[src/rtl/exec_acc8.sv]
// exec_acc8: single-accumulator execute unit driven by an external
// fetch/decode sequencer. One operation per enable pulse taken in IDLE;
// operands come from a RAM with one cycle of read latency.
//
// state     | meaning
// ----------+-----------------------------------------------------
// S_IDLE    | waiting for enable; instr/address latched on enable
// S_RD_REQ  | operand address on mem_addr, RAM read in flight
// S_RD_WAIT | mem_rdata valid; acc/flags updated at the closing edge
// S_WR      | mem_we pulse with mem_wdata = acc
// S_DONE    | one-cycle completion pulse, then back to IDLE
module exec_acc8 #(
  parameter int AW = 5,
  parameter int DW = 8
) (
  input  logic          clk,
  input  logic          reset,
  input  logic          enable,
  input  logic [2:0]    instr,
  input  logic [AW-1:0] address,
  input  logic [DW-1:0] mem_rdata,
  output logic [AW-1:0] mem_addr,
  output logic          mem_we,
  output logic [DW-1:0] mem_wdata,
  output logic [DW-1:0] acc,
  output logic          carry,
  output logic          zero,
  output logic          busy,
  output logic          done,
  output logic          illegal
);

  localparam logic [2:0] OP_NOP = 3'b000;
  localparam logic [2:0] OP_LD  = 3'b001;
  localparam logic [2:0] OP_ADD = 3'b010;
  localparam logic [2:0] OP_SUB = 3'b011;
  localparam logic [2:0] OP_STR = 3'b100;

  typedef enum logic [2:0] {
    S_IDLE    = 3'd0,
    S_RD_REQ  = 3'd1,
    S_RD_WAIT = 3'd2,
    S_WR      = 3'd3,
    S_DONE    = 3'd4
  } state_t;

  state_t        r_state;
  state_t        w_state_nxt;
  logic [2:0]    r_instr;
  logic [AW-1:0] r_addr;
  logic [DW-1:0] r_acc;
  logic          r_carry;
  logic          r_zero;
  logic          r_illegal;

  logic          w_latch;
  logic          w_op_illegal;
  logic [DW:0]   w_sum;
  logic [DW:0]   w_diff;

  assign w_latch      = (r_state == S_IDLE) && enable;
  assign w_op_illegal = (instr > OP_STR);
  assign w_sum        = {1'b0, r_acc} + {1'b0, mem_rdata};
  // top bit of the widened difference is the borrow, i.e. mem_rdata > acc
  assign w_diff       = {1'b0, r_acc} - {1'b0, mem_rdata};

  // state register
  always_ff @(posedge clk) begin
    if (reset) r_state <= S_IDLE;
    else       r_state <= w_state_nxt;
  end

  // next-state decode
  always_comb begin
    w_state_nxt = r_state;
    case (r_state)
      S_IDLE: begin
        if (enable) begin
          case (instr)
            OP_LD, OP_ADD, OP_SUB: w_state_nxt = S_RD_REQ;
            OP_STR:                w_state_nxt = S_WR;
            default:               w_state_nxt = S_DONE;
          endcase
        end
      end
      S_RD_REQ:  w_state_nxt = S_RD_WAIT;
      S_RD_WAIT: w_state_nxt = S_DONE;
      S_WR:      w_state_nxt = S_DONE;
      S_DONE:    w_state_nxt = S_IDLE;
      default:   w_state_nxt = S_IDLE;
    endcase
  end

  // outputs decoded from state; the write strobe is masked by reset so a
  // reset landing in WR cannot let the RAM capture a write at that edge
  always_comb begin
    busy      = (r_state != S_IDLE);
    done      = (r_state == S_DONE);
    mem_we    = (r_state == S_WR) && !reset;
    mem_wdata = (r_state == S_WR) ? r_acc : '0;
  end

  // operand latch, accumulator/flag update and sticky illegal flag
  always_ff @(posedge clk) begin
    if (reset) begin
      r_instr   <= OP_NOP;
      r_addr    <= '0;
      r_acc     <= '0;
      r_carry   <= 1'b0;
      r_zero    <= 1'b1;
      r_illegal <= 1'b0;
    end else begin
      if (w_latch) begin
        r_instr <= instr;
        r_addr  <= address;
        if (w_op_illegal) r_illegal <= 1'b1;
      end
      if (r_state == S_RD_WAIT) begin
        case (r_instr)
          OP_LD: begin
            r_acc   <= mem_rdata;
            r_carry <= 1'b0;
            r_zero  <= (mem_rdata == '0);
          end
          OP_ADD: begin
            r_acc   <= w_sum[DW-1:0];
            r_carry <= w_sum[DW];
            r_zero  <= (w_sum[DW-1:0] == '0);
          end
          OP_SUB: begin
            r_acc   <= w_diff[DW-1:0];
            r_carry <= w_diff[DW];
            r_zero  <= (w_diff[DW-1:0] == '0);
          end
          default: ;
        endcase
      end
    end
  end

  assign mem_addr = r_addr;
  assign acc      = r_acc;
  assign carry    = r_carry;
  assign zero     = r_zero;
  assign illegal  = r_illegal;

endmodule
[config.mk]
export PLATFORM = sky130hd
export DESIGN_NAME = exec_acc8
export DESIGN_NICKNAME = d
export VERILOG_FILES = /design/src/rtl/exec_acc8.sv
export SDC_FILE = /design/constraint.sdc
export NUM_CORES = 1
export LEC_CHECK = 0
export CAP_MARGIN = 20
export CORE_MARGIN = 4
export CORE_UTILIZATION = 40
export CTS_CLUSTER_SIZE = 25
export DETAILED_ROUTE_END_ITERATION = 12
export GPL_TIMING_DRIVEN = 0
export PLACE_DENSITY = 0.72
export SYNTH_ARGS = -nofsm -noshare
export SYNTH_HDL_FRONTEND = slang
export SYNTH_SLANG_ARGS = --single-unit
[constraint.sdc]
create_clock -name clk -period 2.9 [get_ports clk]
set_input_delay 0.29 -clock clk [delete_from_list [all_inputs] [get_ports clk]]
set_output_delay 0.29 -clock clk [all_outputs]
set_load 0.02 [all_outputs]
## Yosys cells after proc, flatten, opt, wreduce, memory -nomap -nowiden

Index checks and enable logic that the tools add are counted.
Widths: inputs -> output; s select.

- $add $sub $neg: 2
- Equality and inequality tests: 12
- $lt $le $gt $ge: 1
- Mux-type cells: 7
- Reductions and logical operators: 13

Operators by type and width:

| kind | count |
|---|---|
| $logic_not 8->1 | 3 |
| $pmux 8 s3 | 1 |
| $eq 3x2->1 const B | 6 |
| $add 8x8->9 | 1 |
| $eq 3x1->1 const B | 3 |
| $pmux 3 s3 | 1 |
| $sub 8x8->9 | 1 |
| $mux 8 | 1 |
| $eq 3x3->1 const B | 2 |
| $pmux 1 s3 | 2 |
| $pmux 3 s2 | 1 |
| $reduce_bool 3->1 | 2 |
| $reduce_and 2->1 | 2 |
| $gt 3x3->1 const B | 1 |
| $logic_not 3->1 | 1 |
| $mux 3 | 1 |
| $reduce_or 3->1 | 1 |
| $logic_and 1x1->1 | 2 |
| $ne 2x2->1 const B | 1 |
| $reduce_or 2->1 | 1 |
| $logic_not 1->1 | 1 |

- Register bits: 22
- Input port bits: 19
- Word-level logic and storage cells: 42

## Depth between registers and ports, before layout

- Depth in word-level cells: 5
- Depth in mapped cells: 10
- Gate-level depth less buffers: 10

## Worst setup path after synthesis

OpenSTA, ideal clock, no wires.

- Path kind: reg2reg
- From: reg r_acc[0] (netlist: acc[0])
- To: reg r_acc[6] (netlist: acc[6])
- Clock period less this slack: 2336 ps
- Setup slack: 564 ps
- Setup time: 86 ps
- Cell stages (with the launch flop): 11
- Data arrival time: 2250 ps
- Path through: dfxtp_1 -> inv_1 -> ha_1 -> inv_1 -> fa_1 -> a211o_1 -> a31o_1 -> a21oi_1 -> xor2_1 -> a211o_1 -> a211oi_1

- Longest elaborated chain between the ends: 2
- Elaborated cells between the ends (all ways): 3

RTL lines:

| item | RTL line | text |
|---|---|---|
| start, declared | 51 | `logic [DW-1:0] r_acc;` |
| start signal, assigned | 121 | `r_acc <= mem_rdata;` |
| start signal, assigned | 126 | `r_acc <= w_sum[DW-1:0];` |
| start signal, assigned | 131 | `r_acc <= w_diff[DW-1:0];` |
| $sub 8x8->9 / $add 8x8->9 (equally long branches) | 65, 63 |  |
| $pmux 8 s3 (*) | 119 | `case (r_instr)` |

Mark *: on every way between the ends. The rest lies on a longest branch, timed or not.
A chain may end at the register's enable or synchronous reset.

## Final worst setup path

- From: in mem_rdata[1]
- To: reg r_acc[7] (netlist: acc[7])

- Longest elaborated chain between the ends: 2
- Elaborated cells between the ends (all ways): 3

RTL lines:

| item | RTL line | text |
|---|---|---|
| start, declared | 21 | `input logic [DW-1:0] mem_rdata,` |
| $sub 8x8->9 / $add 8x8->9 (equally long branches) | 65, 63 |  |
| $pmux 8 s3 (*) | 119 |  |

Marked as above.

==> flow_summary.toml <==
[run_status]
outcome = "finished clean"

[placement]
portBuffers = 45
gp_congestion = 0.9242
dp_slack_ns = -0.04120
post-dp-hpwl_um = 4107

[sta]
fmax_mhz = 375.1
fin_crit_sh = 0.9192
period_needed_ns = 2.666
setup_slack_ns = 0.2342
setup-violations-final = 0
finClkSkew_ns = 0.003456
drv_slew = 0
tightest_slew_ns = 0.9644
rsz0062_at_grt = "false"
fin_setup_tns_ns = 0
hold_viol_final = 0
relSlewSlack = 0.3557

[yosys]
yosysWarnings = 0
synth_top_cell_area_share = 0.2325
synth_flop_cell = "dfxtp_1"
yosysMostFrequentCell = "nand2_1"
synth-edff-count = 0
synth_common_cells = "nand2_1, a21oi_1, nor2_1"
ys_seq_area_frac = 0.2325
yosysTopAreaCell = "dfxtp_1"
synth-seq-cells = 22
synthTopCellsByArea = "dfxtp_1, ha_1, a21oi_1, nand2_1, nor2_1"
avgSynthCellArea_um2 = 7.577
synthArstFlopShare = 0
synth_fp_nets = 288
netlist-cell-type-count = 53
mappedNetlistArea_um2 = 1894
synth_cells = 250

[setup_path]
slowest_stage = "clkdlybuf4s50_1"
crit_type = "input port to register"
startpoint = "mem_rdata[1]"
max_stage_delay_ns = 0.60
critPathLaunchType = "input port"
cp-end-kind = "register"
worstPathArrival_ns = 2.80
crit_required_ns = 3.04
r2r_start = "acc[0]"
crit_chain = "clkdlybuf4s50_1 -> inv_1 -> ha_1 -> nand2b_1 -> a211oi_4 -> nor2_1 -> or4_4 -> a311oi_1 -> o41ai_1"
path_max_fanout = 5

[global_route]
antenna_found_initial = 0
grt_max_degree = 13
first_global_vias = 1892
grt.total_usage = 0.1779
grt_pass1_wl_um = 8825
overflow = 0

[drt]
drc = 0
viasPerCell = 5.593
ant_nets = 0
vias = 1963
drt_iter0_markers = 140
wl_per_cell_um = 14.61
wirelength_um = 5127
drt-pass1-iter-count = 5

[pwr]
seqPwrFrac = 0.427
p_int_mw = 0.5346
combPwrFrac = 0.292
peakVddDrop_v = 0.0002399
powerDensity_nw_per_um2 = 310.8
switchingPower_mw = 0.2316
clkPwrFrac = 0.281
power.leakage_nw = 0.9429
swShare = 0.3023

[min_path]
hp-class = "register to register"
hold_path.startpoint = "mem_addr[3]"

[cts]
cts_setup_buffers = 0
cts.clk_slew.worst_paths_ns = 0.08
clockBufferDepth = 2
htree_num_levels = 1
clock_latency_ns = 0.26
cts_hold_buf = 0
cts_made_buffers = 3
clock-sinks = 22
cts_root_buffer = "clkbuf_8"
cts_tree = "yes"
ctsResizeCount = 0

[job]
maxCapViolCount = 0

[die]
die_area_um2 = 5901
initial_core_util = 0.4234
dieHeight_um = 76.82
row_count = 24
die_x_um = 76.82
core_um2 = 4474
io_pins = 46

[final_layout]
drive_gt1_frac = 0.04682
layout.nets = 338
n_antenna_cell = 0
syn_to_final_growth_pct = 30.12
n_fill_cell = 452
[placed cells by master, fill, tap and decap left out, types with 3 or more instances in the layout]
cell,count
xnor2_1,4
nand2b_1,6
a21oi_1,23
a211oi_1,7
a31oi_1,5
clkbuf_1,7
nand3_1,5
nand2_1,27
inv_1,18
and3_1,3
clkbuf_8,4
ha_1,17
nor3_1,8
xor2_1,5
nor4_1,3
o21ai_0,8
dfxtp_1,22
a311oi_1,3
a211o_1,4
clkdlybuf4s50_1,45
nor2_1,23
and2_1,9
[registers in the layout (all words and copies together), names as in the netlist]
register / cells
r_state: 3
carry: 1
illegal: 1
mem_addr: 5
zero: 1
acc: 8
r_instr: 3
[cell type report]
type	count	area, µm²	area share
flip-flops and latches	22	440.4	0.1787
clock buffers	4	55.05	0.02234
plain buffers	11	51.30	0.02081
repair buffers	45	450.4	0.1827
well taps	52	65.06	0.02640
multi-input cells	199	1335	0.5416
inverters	18	67.56	0.02741
[metal layers]
metal  GRT usage  routed length (µm)  up-vias
met5           0                   0        -
met4     0.05072                 101        0
met3     0.03981                 309       11
met2      0.2831                2349       63
met1      0.2402                2367      901
li1            -                   -      988
[critical path, delay by kind of cell]
family	cells	cell delay, ns
buffers and inverters	2	0.73
AO/OA/AOI/OAI	3	0.66
adder cells (fa/ha/maj)	1	0.33
AND/OR/NAND/NOR	3	0.79
[logic make-up after synthesis]
group,after synthesis,share of synthesized area
fa+ha+maj,19,0.1334
buf+inv,29,0.06275
compound gates,70,0.2530
xor+xnor,9,0.04161
simple gates,100,0.2715
mux,1,0.005284
flops,22,0.2325
[power groups by stage]
stage / clock (mW) / combinational (mW) / sequential (mW)
floorplan: 0 / 0.128 / 0.341
global placement: 0 / 0.219 / 0.334
detailed placement: 0 / 0.222 / 0.334
CTS: 0.219 / 0.223 / 0.327
global route: 0.240 / 0.245 / 0.330
finish: 0.215 / 0.224 / 0.327
[per-stage QoR]
| stage | cell area, µm² | hold slack (ns) | total power [mW] | utilization | instances |
|---|---|---|---|---|---|
| after floorplan | 1894 | 0.3960 | 0.4693 | - | 250 |
| after global placement | 2410 | 0.4420 | 0.5534 | 0.5386 | 347 |
| after global routing | 2465 | 0.4898 | 0.8148 | 0.5509 | 351 |
| after CTS | 2465 | 0.4642 | 0.7699 | 0.5509 | 351 |
| final | 2465 | 0.4592 | 0.7662 | 0.5509 | 351 |
| after detailed placement | 2410 | 0.4516 | 0.5561 | 0.5386 | 347 |
[final timing paths]
path                      end  slack (ns)  depth (start not counted)
setup / recovery       acc[7]        0.23                          9
hold / removal    mem_addr[3]        0.46                          2
setup reg to reg       acc[6]        0.47                         10
hold reg to reg   mem_addr[3]        0.46                          2
No activity file was read; power rests on OpenSTA's default activity.
